[src/rtl/concat_field_deserializer_pkg.sv]
// ============================================================================
// Module      : concat_pkg
// Description : Shared types and default sizes for the concatenation-stage
//               serial front end.
// Revision    : 1.0 - initial release
// ============================================================================
`default_nettype none

package concat_pkg;

    localparam int A_W_DEFAULT     = 4;
    localparam int B_W_DEFAULT     = 4;
    localparam int FRAME_DATA_BITS = A_W_DEFAULT + B_W_DEFAULT + 1;
    localparam int BIT_CNT_W       = $clog2(FRAME_DATA_BITS);

    typedef enum logic [2:0] {
        IDLE      = 3'd0,
        DATA      = 3'd1,
        PARITY    = 3'd2,
        STOP      = 3'd3,
        WAIT_IDLE = 3'd4
    } state_t;

endpackage

`default_nettype wire

[src/rtl/concat_field_deserializer_if.sv]
// ============================================================================
// Module      : concat_field_deserializer_if
// Description : Serial input strobe/data plus assembled field outputs.
// Revision    : 1.0 - initial release
// ============================================================================
`default_nettype none

interface concat_field_deserializer_if
    import concat_pkg::*;
#(
    parameter int A_W = A_W_DEFAULT,
    parameter int B_W = B_W_DEFAULT
);
    logic           bit_en;
    logic           sdi;
    logic [A_W-1:0] a_out;
    logic [B_W-1:0] b_out;
    logic           c_out;
    logic           frame_valid;
    logic           frame_err;
    logic           busy;

    modport master (
        output bit_en, sdi,
        input  a_out, b_out, c_out, frame_valid, frame_err, busy
    );

    modport slave (
        input  bit_en, sdi,
        output a_out, b_out, c_out, frame_valid, frame_err, busy
    );
endinterface

`default_nettype wire

[src/rtl/concat_field_deserializer_shift_reg.sv]
// ============================================================================
// Module      : concat_shift_reg
// Description : MSB-first data shift register with running XOR parity.
// Revision    : 1.0 - initial release
// ============================================================================
`default_nettype none

module concat_shift_reg
    import concat_pkg::*;
#(
    parameter int WIDTH = FRAME_DATA_BITS
) (
    input  wire logic             clk,
    input  wire logic             rst_n,
    input  wire logic             shift_en,
    input  wire logic             clr,
    input  wire logic             din,
    output logic      [WIDTH-1:0] data,
    output logic                  par
);

    logic [WIDTH-1:0] r_data;
    logic             r_par;

    // Clear wins over shift so the start-bit edge never leaks into the data.
    always_ff @(posedge clk or negedge rst_n) begin
        if (!rst_n) begin
            r_data <= '0;
            r_par  <= 1'b0;
        end else if (clr) begin
            r_data <= '0;
            r_par  <= 1'b0;
        end else if (shift_en) begin
            r_data <= {r_data[WIDTH-2:0], din};
            r_par  <= r_par ^ din;
        end
    end

    assign data = r_data;
    assign par  = r_par;

endmodule

`default_nettype wire

[src/rtl/concat_field_deserializer.sv]
// ============================================================================
// Module      : concat_field_deserializer
// Description : Framed serial receiver producing registered a/b/c fields.
// Revision    : 1.0 - initial release
// ============================================================================
`default_nettype none

module concat_field_deserializer
    import concat_pkg::*;
#(
    parameter int A_W    = A_W_DEFAULT,
    parameter int B_W    = B_W_DEFAULT,
    parameter int PAR_EN = 1
) (
    input wire logic                   clk,
    input wire logic                   rst_n,
    concat_field_deserializer_if.slave bus
);

    localparam int c_frame_bits = A_W + B_W + 1;
    localparam int c_cnt_w      = $clog2(c_frame_bits);
    localparam logic [c_cnt_w-1:0] c_last_bit = c_cnt_w'(c_frame_bits - 1);

    state_t                    r_state;
    state_t                    w_next;
    logic [c_cnt_w-1:0]        r_cnt;
    logic                      r_par_err;
    logic [A_W-1:0]            r_a;
    logic [B_W-1:0]            r_b;
    logic                      r_c;
    logic                      r_valid;
    logic                      r_err;

    logic                      w_clr;
    logic                      w_shift_en;
    logic                      w_par_cap;
    logic                      w_load;
    logic                      w_err;
    logic [c_frame_bits-1:0]   w_data;
    logic                      w_par;

    concat_shift_reg #(
        .WIDTH (c_frame_bits)
    ) u_shift (
        .clk      (clk),
        .rst_n    (rst_n),
        .shift_en (w_shift_en),
        .clr      (w_clr),
        .din      (bus.sdi),
        .data     (w_data),
        .par      (w_par)
    );

    always_ff @(posedge clk or negedge rst_n) begin
        if (!rst_n) begin
            r_state <= IDLE;
        end else begin
            r_state <= w_next;
        end
    end

    always_comb begin
        w_next     = r_state;
        w_clr      = 1'b0;
        w_shift_en = 1'b0;
        w_par_cap  = 1'b0;
        w_load     = 1'b0;
        w_err      = 1'b0;
        if (bus.bit_en) begin
            case (r_state)
                IDLE: begin
                    if (!bus.sdi) begin
                        w_clr  = 1'b1;
                        w_next = DATA;
                    end
                end
                DATA: begin
                    w_shift_en = 1'b1;
                    if (r_cnt == c_last_bit) begin
                        w_next = (PAR_EN != 0) ? PARITY : STOP;
                    end
                end
                PARITY: begin
                    w_par_cap = 1'b1;
                    w_next    = STOP;
                end
                STOP: begin
                    // A bad stop bit reports once, even when parity was also bad.
                    if (bus.sdi) begin
                        w_load = !r_par_err;
                        w_err  = r_par_err;
                        w_next = IDLE;
                    end else begin
                        w_err  = 1'b1;
                        w_next = WAIT_IDLE;
                    end
                end
                WAIT_IDLE: begin
                    if (bus.sdi) begin
                        w_next = IDLE;
                    end
                end
                default: begin
                    w_next = IDLE;
                end
            endcase
        end
    end

    always_ff @(posedge clk or negedge rst_n) begin
        if (!rst_n) begin
            r_cnt     <= '0;
            r_par_err <= 1'b0;
        end else begin
            if (w_clr) begin
                r_cnt     <= '0;
                r_par_err <= 1'b0;
            end else begin
                if (w_shift_en) begin
                    r_cnt <= r_cnt + 1'b1;
                end
                if (w_par_cap) begin
                    r_par_err <= w_par ^ bus.sdi;
                end
            end
        end
    end

    // Pulses last one clock regardless of bit_en; fields move only on a good frame.
    always_ff @(posedge clk or negedge rst_n) begin
        if (!rst_n) begin
            r_a     <= '0;
            r_b     <= '0;
            r_c     <= 1'b0;
            r_valid <= 1'b0;
            r_err   <= 1'b0;
        end else begin
            r_valid <= w_load;
            r_err   <= w_err;
            if (w_load) begin
                r_a <= w_data[c_frame_bits-1 -: A_W];
                r_b <= w_data[B_W:1];
                r_c <= w_data[0];
            end
        end
    end

    assign bus.a_out       = r_a;
    assign bus.b_out       = r_b;
    assign bus.c_out       = r_c;
    assign bus.frame_valid = r_valid;
    assign bus.frame_err   = r_err;
    assign bus.busy        = (r_state != IDLE);

endmodule

`default_nettype wire
[src/flat_wrapper.sv]
// flat-port wrapper written by rule: the top's interface ports become plain ports
module concat_field_deserializer_flat import concat_pkg::*;
#(
    parameter int A_W    = A_W_DEFAULT,
    parameter int B_W    = B_W_DEFAULT,
    parameter int PAR_EN = 1
)
  (clk, rst_n, bus_bit_en, bus_sdi, bus_a_out, bus_b_out, bus_c_out, bus_frame_valid, bus_frame_err, bus_busy);
  concat_field_deserializer_if #(.A_W(A_W), .B_W(B_W)) bus_i ();
  input wire logic clk;
  input wire logic rst_n;
  input wire logic [$bits(bus_i.bit_en)-1:0] bus_bit_en;
  input wire logic [$bits(bus_i.sdi)-1:0] bus_sdi;
  output wire logic [$bits(bus_i.a_out)-1:0] bus_a_out;
  output wire logic [$bits(bus_i.b_out)-1:0] bus_b_out;
  output wire logic [$bits(bus_i.c_out)-1:0] bus_c_out;
  output wire logic [$bits(bus_i.frame_valid)-1:0] bus_frame_valid;
  output wire logic [$bits(bus_i.frame_err)-1:0] bus_frame_err;
  output wire logic [$bits(bus_i.busy)-1:0] bus_busy;
  assign bus_i.bit_en = bus_bit_en;
  assign bus_i.sdi = bus_sdi;
  assign bus_a_out = bus_i.a_out;
  assign bus_b_out = bus_i.b_out;
  assign bus_c_out = bus_i.c_out;
  assign bus_frame_valid = bus_i.frame_valid;
  assign bus_frame_err = bus_i.frame_err;
  assign bus_busy = bus_i.busy;
  concat_field_deserializer #(.A_W(A_W), .B_W(B_W), .PAR_EN(PAR_EN)) u_core (.clk(clk), .rst_n(rst_n), .bus(bus_i));
endmodule
[config.mk]
export PLATFORM = sky130hd
export DESIGN_NAME = concat_field_deserializer_flat
export DESIGN_NICKNAME = d
export VERILOG_FILES = /design/src/rtl/concat_field_deserializer_pkg.sv /design/src/rtl/concat_field_deserializer_if.sv /design/src/rtl/concat_field_deserializer_shift_reg.sv /design/src/rtl/concat_field_deserializer.sv /design/src/flat_wrapper.sv
export SDC_FILE = /design/constraint.sdc
export NUM_CORES = 1
export LEC_CHECK = 0
export ABC_AREA = 1
export ABC_CLOCK_PERIOD_IN_PS = 3550
export BUFFER_PORTS_ARGS = -buffer_cell sky130_fd_sc_hd__buf_2
export CAP_MARGIN = 10
export CORE_UTILIZATION = 60
export DETAILED_ROUTE_END_ITERATION = 16
export GPL_TIMING_DRIVEN = 0
export PLACE_DENSITY = 0.89
export SYNTH_ARGS = -nofsm -noshare
export SYNTH_HDL_FRONTEND = slang
export SYNTH_SLANG_ARGS = --single-unit
[constraint.sdc]
create_clock -name clk -period 3.55 [get_ports clk]
set_input_delay 0 -clock clk [delete_from_list [all_inputs] [get_ports clk]]
set_output_delay 0 -clock clk [all_outputs]
set_load 0.05 [all_outputs]
==> impl_metrics.py <==
metrics = {
    "die": {
        "die_x_um": 48.9,
        "initial_core_util": 0.653,
        "io-pin-count": 16,
        "core_area_um2": 2020,
        "dieArea_um2": 2390,
        "num_rows": 16,
        "die_y_um": 48.9,
    },
    "critical_path": {
        "cpMaxStageDelayCell": "dfrtp_1",
        "start_kind": "flip-flop",
        "cp.required_ns": 3.55,
        "crit_fanout": 6,
        "slowest_delay_ns": 0.45,
        "critical_path_class": "flip-flop to output pin",
        "path_cells": "nor2_1, nand2_1, buf_2",
        "arrival_ns": 1.41,
        "cpLargestDelayFamily": "flip-flops",
        "cp-end-kind": "output pin",
        "cp_num_buf_inv": 1,
    },
    "pwr": {
        "pwr-share-comb": 0.428,
        "p_clk_frac": 0.195,
        "p_int_uw": 790,
        "power_density_nw_per_um2": 931,
        "p_seq_frac": 0.377,
        "switchingPower_uw": 638,
        "p_sw_frac": 0.447,
        "leakage_uw": 0.000798,
        "vdd_drop_max_v": 0.000567,
    },
    "routing": {
        "drc_errors": 0,
        "vias": 1086,
        "drtPass1Iterations": 5,
        "routed_wl_um": 2600,
        "viasPerCell": 5.51,
        "ant_nets": 0,
        "wl_per_cell_um": 13.2,
        "first_iter_violations": 43,
    },
    "clocking": {
        "insertion_delay_ns": 0.33,
        "tritoncts": "built",
        "cts-resized-gates": 0,
        "clock-sinks": 29,
        "clock-root-buffer": "clkbuf_4",
        "h-tree-depth": 2,
        "cts_buffers": 5,
        "cts_buffer_depth": 2,
        "cts_setup_buffers": 0,
        "path_clk_slew_ns": 0.08,
    },
    "logic_synthesis": {
        "ys_seq_elements": 29,
        "yosysSeqAreaShare": 0.550,
        "synth_cell_types": 22,
        "yosys.area.top_type_share": 0.550,
        "syn_area_per_cell_um2": 9.10,
        "synthesis.area_um2": 1320,
        "synth_fp_nets": 151,
        "synth.largest_area_cell": "dfrtp_1",
        "syn_inst": 145,
        "yosysWarnings": 0,
        "synth_area_leaders": "dfrtp_1 55%, nand2_1 9.4%, o21ai_2 4.6%",
    },
    "global_route": {
        "first_global_vias": 1041,
        "grt.total_usage": 0.258,
        "antenna_found_initial": 0,
        "grt_pass1_wl_um": 4490,
        "overflow": 0,
        "grt_max_degree": 30,
    },
    "flow_run": {
        "drv_cap": 0,
    },
    "sta": {
        "max_slew_margin": 0.581,
        "worst_pin_slew_ns": 0.629,
        "rsz0062_at_grt": "no",
        "setup-tns-final_ns": 0,
        "setup_viol": 0,
        "slew_viol_final": 0,
        "final-hold-violation-count": 0,
        "fin_crit_ns": 1.41,
        "fin_skew_ns": 0.00890,
        "timing.final.crit_share": 0.397,
        "fmax_ghz": 0.709,
    },
    "finish": {
        "drive_gt1_frac": 0.247,
        "antenna_cells": 0,
        "fin_util": 0.759,
        "syn2layout_area_growth_pct": 16.2,
        "fin_nets": 175,
    },
    "placement": {
        "io_buffers": 15,
        "routabilityCongestion": 0.899,
        "dpl.hpwl_um": 1790,
    },
    "worst_hold_path": {
        "hold_class": "primary input to flip-flop",
    },
    "run_status": {
        "outcome": "completed",
    },
}
[timing repair]
| action | CTS | global route |
|---|---|---|
| hold endpoints to repair | 30 | 0 |
| setup endpoints to repair | 0 | 0 |
| hold buffers | 2 | 0 |
[cell type report]
cell class	instances	area [um2]
buffer	3	27.5
sequential	29	726
tap	27	33.8
clock inverter	1	30.0
fill	139	488
timing repair buffer	17	95.1
inverter	16	60.1
multi-input combinational	97	507
clock buffer	7	55.1
[through the flow]
| step | std cells | worst slack, ns | cell area [um2] | power, uW | hold WS (ns) |
|---|---|---|---|---|---|
| floorplan | 145 | 2.16 | 1320 | 1000 | -0.296 |
| global placement | 187 | 2.28 | 1430 | 1110 | 0.0363 |
| detailed placement | 187 | 2.23 | 1430 | 1150 | 0.0506 |
| CTS | 197 | 2.18 | 1530 | 1430 | 0.0498 |
| global route | 197 | 2.06 | 1530 | 1510 | 0.0817 |
| finish | 197 | 2.14 | 1530 | 1430 | 0.0690 |
[worst min-delay path: stages]
cell and delay (ns):
buf_2 0.16, nand2_1 0.08, o21ai_0 0.06, nand2_1 0.06
[cells in the final DEF, fill, tap and decap left out, types with 3 or more instances in the layout]
cell type,netlist,routed
nand2_1,33,33
o21ai_1,9,9
nand3_1,11,11
buf_2,1,16
dfrtp_1,29,29
inv_2,4,4
nor2_1,14,14
o21ai_2,7,7
nand4_1,3,3
o21ai_0,3,3
clkbuf_4,0,5
inv_1,12,12
[registers in the layout, indices dropped and copies added, names as in the netlist, 3 cells and up]
register and flops:
u_core.bus.b_out 4, u_core.bus.a_out 4, u_core.u_shift.data 9, u_core.r_state 3, u_core.r_cnt 4
[kinds of logic (layout without fill, tap and decap cells)]
logic type / count (synthesis) / in the layout / synth area share
fa+ha+maj: 2 / 2 / 0.0190
flops: 29 / 29 / 0.550
simple gates: 70 / 70 / 0.243
buf+inv: 19 / 44 / 0.0663
xor+xnor: 2 / 2 / 0.0133
compound gates: 23 / 23 / 0.109
[per-layer routing]
layer  vias up  routed length [um]  track usage
met5         -                   0            0
met4         0                  69        0.147
met3         9                 132       0.0841
met2        38                1240        0.419
met1       518                1160        0.301
li1        521                   -            -
[cell usage after synthesis, drive strengths merged]
cell / number
nor2: 17
nand2: 35
buf: 3
ha: 2
o22ai: 2
inv: 16
nor4: 1
o21ai: 19
xor2: 2
nand3: 12
a21oi: 2
dfrtp: 29
nand4: 3
nor3: 2
[power groups by stage]
| stage | logic (uW) | clock network (uW) | registers, uW |
|---|---|---|---|
| 6_report | 611 | 279 | 538 |
| 5_1_grt | 667 | 296 | 548 |
| 4_1_cts | 611 | 286 | 535 |
| 3_5_place_dp | 606 | 0 | 541 |
| 3_3_place_gp | 582 | 0 | 532 |
| 2_1_floorplan | 335 | 0 | 668 |
[worst paths after layout]
path,start,end,slack (ns),cells after the start
max,u_core.r_state[0]$_DFFE_PN0P_,bus_busy,2.14,3
min,bus_bit_en,u_core.r_state[2]$_DFFE_PN0P_,0.07,4
max reg2reg,u_core.r_state[0]$_DFFE_PN0P_,u_core.r_cnt[2]$_DFFE_PN0P_,2.17,5
min reg2reg,u_core.bus.b_out[2]$_DFFE_PN0P_,u_core.bus.b_out[2]$_DFFE_PN0P_,0.48,2
max in group asynchronous,rst_n,u_core.r_state[1]$_DFFE_PN0P_,2.92,2
min in group asynchronous,rst_n,u_core.bus.a_out[3]$_DFFE_PN0P_,0.21,2
Note: power is estimated with default switching activity, not from simulation.
